`config.mk`:
```
export PLATFORM = sky130hd
export DESIGN_NAME = id_ex_elastic_stage
export DESIGN_NICKNAME = d
export VERILOG_FILES = /design/src/rtl/id_ex_elastic_stage.sv
export SDC_FILE = /design/constraint.sdc
export NUM_CORES = 1
export LEC_CHECK = 0
export CAP_MARGIN = 10
export CORE_ASPECT_RATIO = 1.1
export CORE_MARGIN = 5
export CORE_UTILIZATION = 50
export CTS_CLUSTER_DIAMETER = 150
export DETAILED_ROUTE_END_ITERATION = 16
export HOLD_SLACK_MARGIN = 0.12
export PLACE_DENSITY_LB_ADDON = 0.2
export SLEW_MARGIN = 20
export SYNTH_ARGS = -nofsm -noshare
export SYNTH_HDL_FRONTEND = slang
export SYNTH_SLANG_ARGS = --single-unit
```
`constraint.sdc`:
```
create_clock -name CLK -period 3.1 [get_ports CLK]
set_input_delay 0.775 -clock CLK [delete_from_list [all_inputs] [get_ports CLK]]
set_output_delay 0.775 -clock CLK [all_outputs]
set_load 0.1 [all_outputs]
```
`src/rtl/id_ex_elastic_stage.sv`:
```
// ID->EX elastic pipeline stage with a two-entry skid buffer (MAIN + SKID).
// MAIN drives the outputs and SKID catches the one beat that can arrive
// while EX is stalled. In_Ready is registered, so no combinational path runs
// from Out_Ready back to In_Ready. The destination register (instr[11:7]) and
// func3 (instr[14:12]) are decoded when an entry is captured and stored with it.
//
// Handshake: a beat transfers on the upstream side when In_Valid & In_Ready
// are both high at a rising CLK edge, and on the downstream side when
// Out_Valid & Out_Ready are both high. Once Out_Valid is asserted, it and the
// head payload hold steady until they are popped or flushed. Reset (active-low,
// synchronous) takes priority over Flush, and Flush takes priority over both
// handshakes.
module id_ex_elastic_stage #(
  parameter int XLEN    = 32,
  parameter int CTRL_W  = 14,
  parameter int NUM_SRC = 2,
  parameter int CNT_W   = 16
) (
  input  logic                    CLK,
  input  logic                    Reset,
  input  logic                    Flush,
  input  logic                    In_Valid,
  output logic                    In_Ready,
  input  logic [CTRL_W-1:0]       In_Ctrl,
  input  logic [XLEN-1:0]         In_PC,
  input  logic [XLEN-1:0]         In_PC_next,
  input  logic [NUM_SRC*XLEN-1:0] In_Data,
  input  logic [XLEN-1:0]         In_Immediate_value,
  input  logic [XLEN-1:0]         In_instruction,
  output logic                    Out_Valid,
  input  logic                    Out_Ready,
  output logic [CTRL_W-1:0]       Out_Ctrl,
  output logic [XLEN-1:0]         Out_PC,
  output logic [XLEN-1:0]         Out_PC_next,
  output logic [NUM_SRC*XLEN-1:0] Out_Data,
  output logic [XLEN-1:0]         Out_Immediate_value,
  output logic [4:0]              Out_WriteAddress,
  output logic [2:0]              Out_func3,
  output logic [1:0]              Out_Occupancy,
  output logic [CNT_W-1:0]        Out_Stall_Count,
  output logic [1:0]              dbg_state
);

  // One stored entry: ctrl, pc, pc_next, operands, immediate, rd, func3.
  localparam int PW = CTRL_W + 3 * XLEN + NUM_SRC * XLEN + 5 + 3;
  localparam logic [CNT_W-1:0] CNT_ONE = {{(CNT_W-1){1'b0}}, 1'b1};

  // The state encoding equals the number of entries held.
  typedef enum logic [1:0] {
    ST_EMPTY = 2'd0,
    ST_ONE   = 2'd1,
    ST_FULL  = 2'd2
  } state_e;

  state_e            state_q, state_d;
  logic [PW-1:0]     main_q, main_d;
  logic [PW-1:0]     skid_q, skid_d;
  logic              in_ready_q, in_ready_d;
  logic [CNT_W-1:0]  stall_cnt_q, stall_cnt_d;

  logic              out_valid;
  logic              accept;
  logic              pop;
  logic [PW-1:0]     in_pack;
  logic [CTRL_W-1:0] main_ctrl;
  logic              unused_instr_bits;

  assign out_valid = (state_q != ST_EMPTY);
  assign accept    = In_Valid & in_ready_q;
  assign pop       = out_valid & Out_Ready;

  assign in_pack = {In_Ctrl, In_PC, In_PC_next, In_Data, In_Immediate_value,
                    In_instruction[11:7], In_instruction[14:12]};

  // Only rd and func3 are kept from the instruction word.
  assign unused_instr_bits = ^{In_instruction[XLEN-1:15], In_instruction[6:0]};

  // Next-state, payload movement, registered ready and stall counter.
  always_comb begin
    state_d     = state_q;
    main_d      = main_q;
    skid_d      = skid_q;
    stall_cnt_d = stall_cnt_q;

    case (state_q)
      ST_EMPTY: begin
        if (accept) begin
          main_d  = in_pack;
          state_d = ST_ONE;
        end
      end
      ST_ONE: begin
        if (accept && pop) begin
          main_d = in_pack;
        end else if (accept) begin
          skid_d  = in_pack;
          state_d = ST_FULL;
        end else if (pop) begin
          state_d = ST_EMPTY;
        end
      end
      ST_FULL: begin
        // In_Ready is low here, so nothing new can arrive.
        if (pop) begin
          main_d  = skid_q;
          state_d = ST_ONE;
        end
      end
      default: state_d = ST_EMPTY;
    endcase

    // Flush drops everything, including a beat arriving this cycle. The
    // payload is left alone because it is don't-care while Out_Valid is low.
    if (Flush) begin
      state_d = ST_EMPTY;
      main_d  = main_q;
      skid_d  = skid_q;
    end

    in_ready_d = (state_d != ST_FULL);

    if (out_valid && !Out_Ready && (stall_cnt_q != {CNT_W{1'b1}})) begin
      stall_cnt_d = stall_cnt_q + CNT_ONE;
    end
  end

  // State and storage registers with synchronous active-low reset.
  always_ff @(posedge CLK) begin
    if (!Reset) begin
      state_q     <= ST_EMPTY;
      main_q      <= '0;
      skid_q      <= '0;
      in_ready_q  <= 1'b0;
      stall_cnt_q <= '0;
    end else begin
      state_q     <= state_d;
      main_q      <= main_d;
      skid_q      <= skid_d;
      in_ready_q  <= in_ready_d;
      stall_cnt_q <= stall_cnt_d;
    end
  end

  assign {main_ctrl, Out_PC, Out_PC_next, Out_Data, Out_Immediate_value,
          Out_WriteAddress, Out_func3} = main_q;

  assign Out_Ctrl        = out_valid ? main_ctrl : '0;
  assign Out_Valid       = out_valid;
  assign In_Ready        = in_ready_q;
  assign Out_Occupancy   = state_q;
  assign Out_Stall_Count = stall_cnt_q;
  assign dbg_state       = state_q;

endmodule

```
==> flow_summary_export.csv, run 1 <==
group,metric,value,unit
cts,insertion_delay,0.54,ns
routing,drc,0,
grt,grt_pass1_wl,76.7,mm
routing,drt-total-wl,49.3,mm
cts,cts_root_buffer,"clkbuf_16",
final_layout,postLayoutCellArea,0.0212,mm2
cts,post_cts_resized,0,
worst_hold_path,hp-start,"skid_q[20]$_SDFFE_PN0P_",
grt,first_global_vias,13900,
grt,grt_remaining_overflow,0,
worst_setup_path,reg2reg_slack,1.05,ns
power_and_ir_drop,p_int,8.57,mW
routing,dr.first_iter.drc_count,1004,
cts,clk_pin_slew_worst_paths,0.06,ns
cts,htreeDepth,2,
final_layout,postLayoutCoreUtil,61.8,%
floorplan,start_util,50.7,%
power_and_ir_drop,pwr-share-seq,43.4,%
final_layout,syn2layout_area_growth,21.8,%
floorplan,pin_count,415,
floorplan,dieArea,0.0387,mm2
power_and_ir_drop,net-switching-power,3.12,mW
placement,gp_congestion,0.829,
worst_setup_path,crit_end,"Out_Ctrl[1]",
yosys,netlist_area,0.0174,mm2
routing,vias,14600,
worst_setup_path,rr_endpoint,"main_q[139]$_SDFFE_PN0P_",
power_and_ir_drop,power_density,550,mW/mm2
yosys,yosysWarnings,0,
routing,via_per_inst,5.77,
sta,slew_violations,0,
yosys,synth_seq_area_share,44.0,%
grt,grt_max_degree,114,
yosys,synth_seq_cells,383,
cts,cts_buffers,41,
power_and_ir_drop,clkPwrFrac,43.4,%
final_layout,layout.nets,2272,
worst_setup_path,critPathCaptureType,"output pin",
placement,dp_hpwl,30.4,mm
worst_setup_path,cp-start-kind,"register",
yosys,netlist_instances,1942,
yosys,synthDistinctLibCells,45,
power_and_ir_drop,peakVddDrop,0.000420,V
final_layout,drive_gt1_share,16.3,%
worst_setup_path,worstSetupStartpoint,"Out_Occupancy[1]$_SDFF_PN0_",
floorplan,core,0.0344,mm2
worst_hold_path,hold_path_class,"reg -> reg",
power_and_ir_drop,power.leakage,8.97,nW
sta,hold_viol,0,
yosys,synth_fp_nets,2154,
yosys,synth_area_per_cell,8.98,um2
placement,io_buffer_count,390,
final_layout,nFillCells,2883,
worst_setup_path,r2r_cells,5,
floorplan,rows,71,
sta,clock_skew,0.0126,ns
worst_setup_path,crit_type,"reg -> out",
sta,finalSetupTns,0,ns
cts,cts.sinks,383,
run,maxCapViolCount,0,
placement,numPlacedInstances,2455,
power_and_ir_drop,pwr-share-comb,13.2,%
cts,cts_setup_buffers,0,
routing,drtPass1Iterations,5,
routing,antenna_left,0,
cts,hold_buffers,0,
sta,rsz0062_at_grt,"no",
floorplan,die_x,188,um
cts,cts_tree,"done",
sta,fmax,376,MHz
power_and_ir_drop,swShare,26.7,%
worst_setup_path,crit_required,2.32,ns
run_status,status,"completed",
final_layout,final-instance-count-excl-fill,2537,
sta,worst_pin_slew,0.786,ns
worst_setup_path,r2r-start,"Out_Occupancy[0]$_SDFF_PN0_",
worst_setup_path,cp_max_fo,15,
cts,clockBufferDepth,3,
sta,relSlewSlack,47.6,%
floorplan,die_y,206,um
placement,postPlaceCellArea,0.0198,mm2
grt,antenna_found_initial,8,
routing,wl_per_cell,19.4,um
sta,final-setup-viol-count,0,
power_and_ir_drop,finalPower,11.7,mW
sta,finalCriticalPeriod,2.66,ns
sta,fin_crit_sh,85.8,%
worst_setup_path,cp.arrival,1.89,ns
grt,grt.total_usage,23.8,%
==> placed cells by master, fill, tap and decap left out, types with 7 or more instances in the layout <==
cell type,n
nand3_1,7
clkinv_2,11
a21oi_1,190
nor2b_4,8
dfxtp_1,381
diode_2,7
mux2i_1,187
clkbuf_8,8
buf_12,21
buf_4,226
clkdlybuf4s50_1,184
a31o_1,180
clkbuf_16,43
nand2_1,375
nor4_1,184
==> layer usage <==
metal  routed length [um]  track usage (%)  vias up
li1                     -                -     7007
met1                20500             30.7     7049
met2                23400             38.6      481
met3                 3760             6.42       95
met4                 1600             8.76        4
met5                   27                0        -
==> power groups by stage <==
stage / clock, mW / sequential, mW / combinational, mW
floorplan: 0 / 5.17 / 1.10
global placement: 0 / 5.18 / 1.53
detailed placement: 0 / 5.18 / 1.54
CTS: 5.18 / 5.07 / 1.55
global route: 5.38 / 5.08 / 1.62
finish: 5.07 / 5.07 / 1.54
==> area by class of cell <==
cell class | instances | area, um2 | share of cell area (%)
Inverter | 3 | 18.8 | 0.0884
Sequential cell | 383 | 7670 | 36.1
Antenna cell | 7 | 17.5 | 0.0825
Clock inverter | 19 | 206 | 0.972
Timing Repair Buffer | 433 | 3980 | 18.7
Multi-Input combinational cell | 1198 | 7590 | 35.8
Tap cell | 438 | 548 | 2.58
Clock buffer | 56 | 1200 | 5.67
==> worst max-delay path, stage by stage, from the launching register on <==
cell	delay, ns
dfxtp_2	0.47
nor2_2	0.06
buf_4	0.24
nor2b_1	0.24
buf_4	0.33
==> registers in the layout (all words and copies together) (netlist names) <==
name             flops
In_Ready             1
Out_Occupancy        2
Out_Stall_Count     16
main_q             182
skid_q             182
==> kinds of logic (layout without fill, tap and decap cells) <==
logic type | count (synthesis) | after routing | synth area share (%)
AO/OA/AOI/OAI | 391 | 391 | 15.4
adder cells (fa/ha/maj) | 1 | 1 | 0.0717
buffers and inverters | 361 | 511 | 13.0
flip-flops | 383 | 383 | 44.0
multiplexers | 187 | 187 | 10.7
other | 0 | 7 | 0
AND/OR/NAND/NOR | 619 | 619 | 16.9
==> through the flow <==
stage                     hold slack (ns)  setup slack (ns)
final                               0.451             0.440
after global routing                0.469             0.380
after CTS                           0.452             0.403
after detailed placement            0.444             0.292
after global placement              0.439             0.316
after floorplan                     0.436           -0.0726
==> cell usage after synthesis (all sizes together) <==
library cell	count	area (um2)
dfxtp	383	7670
nand2	375	1410
buf	260	1880
a21oi	190	951
mux2i	187	1870
nor4	185	1160
a31o	182	1590
clkbuf	98	369
nor2b	15	93.8
nand3	7	35.0
nand4	6	37.5
nor3	5	25.0
nand2b	4	25.0
nor2	4	15.0
inv	3	11.3
o21ai	3	15.0
o31ai	3	22.5
or3	3	18.8
or4	3	22.5
a211oi	2	15.0
and3	2	12.5
and3b	2	17.5
and4	2	17.5
and4b	2	20.0
nand3b	2	15.0
o31a	2	17.5
a31oi	1	6.26
a41oi	1	8.76
and2	1	6.26
ha	1	12.5
o211a	1	10.0
o21a	1	7.51
o21ba	1	10.0
o21bai	1	7.51
o22a	1	8.76
o311ai	1	8.76
o41ai	1	8.76
or2	1	6.26
==> worst min-delay path by stage <==
| stage | cells past startpoint | endpoint |
|---|---|---|
| after floorplan | 2 | skid_q[0]$_SDFFE_PN0P_ |
| after global placement | 2 | skid_q[31]$_SDFFE_PN0P_ |
| after detailed placement | 2 | skid_q[14]$_SDFFE_PN0P_ |
| after CTS | 2 | skid_q[14]$_SDFFE_PN0P_ |
| after global routing | 2 | skid_q[177]$_SDFFE_PN0P_ |
| final | 2 | skid_q[20]$_SDFFE_PN0P_ |
(Power assumes the default switching activity.)
==> run 2: changes to the inputs <==
CORE_MARGIN = default   (was 5)
==> run 2 against run 1 <==
  * Fmax rose by 0.85%
  * Clock skew fell by 0.00092 ns
  * First-iteration DRC count rose by 11%
  * Die area fell by 8.0%
  * Total power rose by 0.26%
  * Design area barely moved
  * Sequential share of layout area barely moved
  * Clock power rose by 0.8%
  * Routed wire length fell by 4.8%
  * Sequential power barely moved
  * Sequential cell count did not move
==> flow_summary_export.csv, run 2 (synthesis results as in run 1) <==
group,metric,value,unit
run_status,status,"completed",
cts,clk_pin_slew_worst_paths,0.06,ns
worst_setup_path,cp_num_cells,4,
worst_setup_path,critPathCaptureType,"output pin",
grt,grt.total_usage,25.3,%
sta,final-setup-viol-count,0,
sta,fin_crit_sh,85.1,%
cts,insertion_delay,0.54,ns
routing,drt-total-wl,46.9,mm
power_and_ir_drop,peakVddDrop,0.000507,V
sta,clock_skew,0.0117,ns
worst_hold_path,min_path_cells,2,
worst_setup_path,cpPeakStageDelay,0.46,ns
cts,hold_buffers,0,
worst_setup_path,path_buf_inv,2,
worst_setup_path,worstSetupStartpoint,"Out_Occupancy[1]$_SDFF_PN0_",
floorplan,pin_count,415,
worst_setup_path,critPathMostFrequentCell,"buf_4",
cts,post_cts_resized,0,
sta,relSlewSlack,52.0,%
power_and_ir_drop,power_density,552,mW/mm2
cts,htreeDepth,2,
worst_setup_path,cp_max_fo,15,
power_and_ir_drop,power.leakage,8.95,nW
run,maxCapViolCount,0,
sta,holdWs,0.452,ns
cts,clockBufferDepth,3,
final_layout,drive_gt1_share,15.8,%
routing,dr.first_iter.drc_count,1113,
routing,vias,14500,
floorplan,core,0.0343,mm2
routing,drtPass1Iterations,5,
placement,gp_congestion,0.796,
sta,setup_slack,0.462,ns
routing,via_per_inst,5.72,
worst_setup_path,rr_endpoint,"main_q[153]$_SDFFE_PN0P_",
cts,cts_root_buffer,"clkbuf_16",
worst_setup_path,reg2reg_slack,1.01,ns
grt,grt_remaining_overflow,0,
grt,grt_max_degree,121,
final_layout,layout.nets,2264,
grt,grt_pass1_wl,73.7,mm
sta,worst_pin_slew,0.720,ns
worst_setup_path,crit_type,"reg -> out",
worst_setup_path,crit_slowest_cell,"dfxtp_2",
cts,cts.sinks,383,
routing,drc,0,
final_layout,syn2layout_area_growth,21.7,%
worst_setup_path,r2r-start,"Out_Occupancy[0]$_SDFF_PN0_",
power_and_ir_drop,finalPower,11.7,mW
sta,hold_viol,0,
floorplan,rows,71,
final_layout,postLayoutCoreUtil,61.9,%
sta,finalCriticalPeriod,2.64,ns
floorplan,die_x,180,um
worst_setup_path,crit_family,"buffers and inverters",
cts,cts_setup_buffers,0,
placement,postPlaceCellArea,0.0198,mm2
final_layout,final_common_cell,"dfxtp_1",
grt,first_global_vias,13700,
floorplan,die_y,198,um
sta,slew_violations,0,
worst_setup_path,cp_cell_sequence,"nor2_2 -> buf_4 -> nor2b_1 -> buf_4",
floorplan,dieArea,0.0356,mm2
routing,antenna_left,0,
worst_setup_path,cp.arrival,1.86,ns
routing,wl_per_cell,18.6,um
sta,rsz0062_at_grt,"no",
floorplan,start_util,50.9,%
worst_setup_path,cp-start-kind,"register",
final_layout,postLayoutCellArea,0.0212,mm2
placement,pre_cts_slack,0.279,ns
grt,antenna_found_initial,6,
worst_setup_path,crit_end,"Out_Ctrl[3]",
sta,fmax,379,MHz
worst_setup_path,crit_required,2.32,ns
worst_hold_path,hold_path_class,"reg -> reg",
cts,cts_buffers,42,
cts,cts_tree,"done",
placement,io_buffer_count,390,
placement,dp_hpwl,28.0,mm
worst_setup_path,r2r_cells,5,
final_layout,mostFrequentLayoutCells,"381 x dfxtp_1, 375 x nand2_1, 215 x buf_4, 190 x a21oi_1, 187 x mux2i_1",
==> run 2: cell types whose count changed in the layout (fill, tap and decap cells not counted) <==
cell	before	now
clkinvlp_4	3	0
buf_4	226	215
clkbuf_16	43	45
clkbuf_1	5	8
inv_6	1	0
clkbuf_8	8	17
buf_12	21	23
diode_2	7	5
bufinv_16	4	1
clkinv_2	11	5
==> run 2: routing by layer <==
metal / GRT usage [%] / vias up / part of all wire, %
met1: 31.2 / 6931 / 42
met2: 41.7 / 443 / 47
met4: 10.2 / 2 / 3.5
met5: 0 / - / 0.028
met3: 7.04 / 93 / 7.8
li1: - / 6990 / -
==> run 2: worst min-delay path by stage <==
stage / from / slack [ns] / endpoint
after floorplan: skid_q[0]$_SDFFE_PN0P_ / 0.44 / skid_q[0]$_SDFFE_PN0P_
after CTS: skid_q[140]$_SDFFE_PN0P_ / 0.45 / skid_q[140]$_SDFFE_PN0P_
final: skid_q[115]$_SDFFE_PN0P_ / 0.45 / skid_q[115]$_SDFFE_PN0P_
after detailed placement: skid_q[63]$_SDFFE_PN0P_ / 0.45 / skid_q[63]$_SDFFE_PN0P_
after global placement: skid_q[73]$_SDFFE_PN0P_ / 0.44 / skid_q[73]$_SDFFE_PN0P_
after global routing: skid_q[149]$_SDFFE_PN0P_ / 0.47 / skid_q[149]$_SDFFE_PN0P_
==> run 2: layout make-up <==
cell class              count  area [um2]
flip-flops and latches    383        7670
well taps                 438         548
fillers                  2905       13100
clock buffers              70        1390
repair buffers            424        3940
diodes                      5        12.5
multi-input cells        1198        7590
inverters                   3        18.8
clock inverters             6        55.1
==> run 2: power breakdown <==
part           internal (mW)  leakage [nW]  total (mW)  switching (mW)
clock                   3.13         0.720        5.11            1.99
combinational          0.491          5.14        1.54            1.05
sequential              5.02          3.10        5.07          0.0525
==> run 2: worst min-delay path, delay by kind of cell (launching register included) <==
| kind | cells | cell delay [ns] |
|---|---|---|
| DFF | 1 | 0.30 |
| and+or+nand+nor | 1 | 0.05 |
| AOI/OAI and AO/OA | 1 | 0.05 |
==> run 2: stage by stage <==
stage          cells  setup TNS [ns]
2_1_floorplan   1942          -0.464
3_3_place_gp    2446               0
3_5_place_dp    2446               0
4_1_cts         2522               0
5_1_grt         2526               0
6_report        2527               0
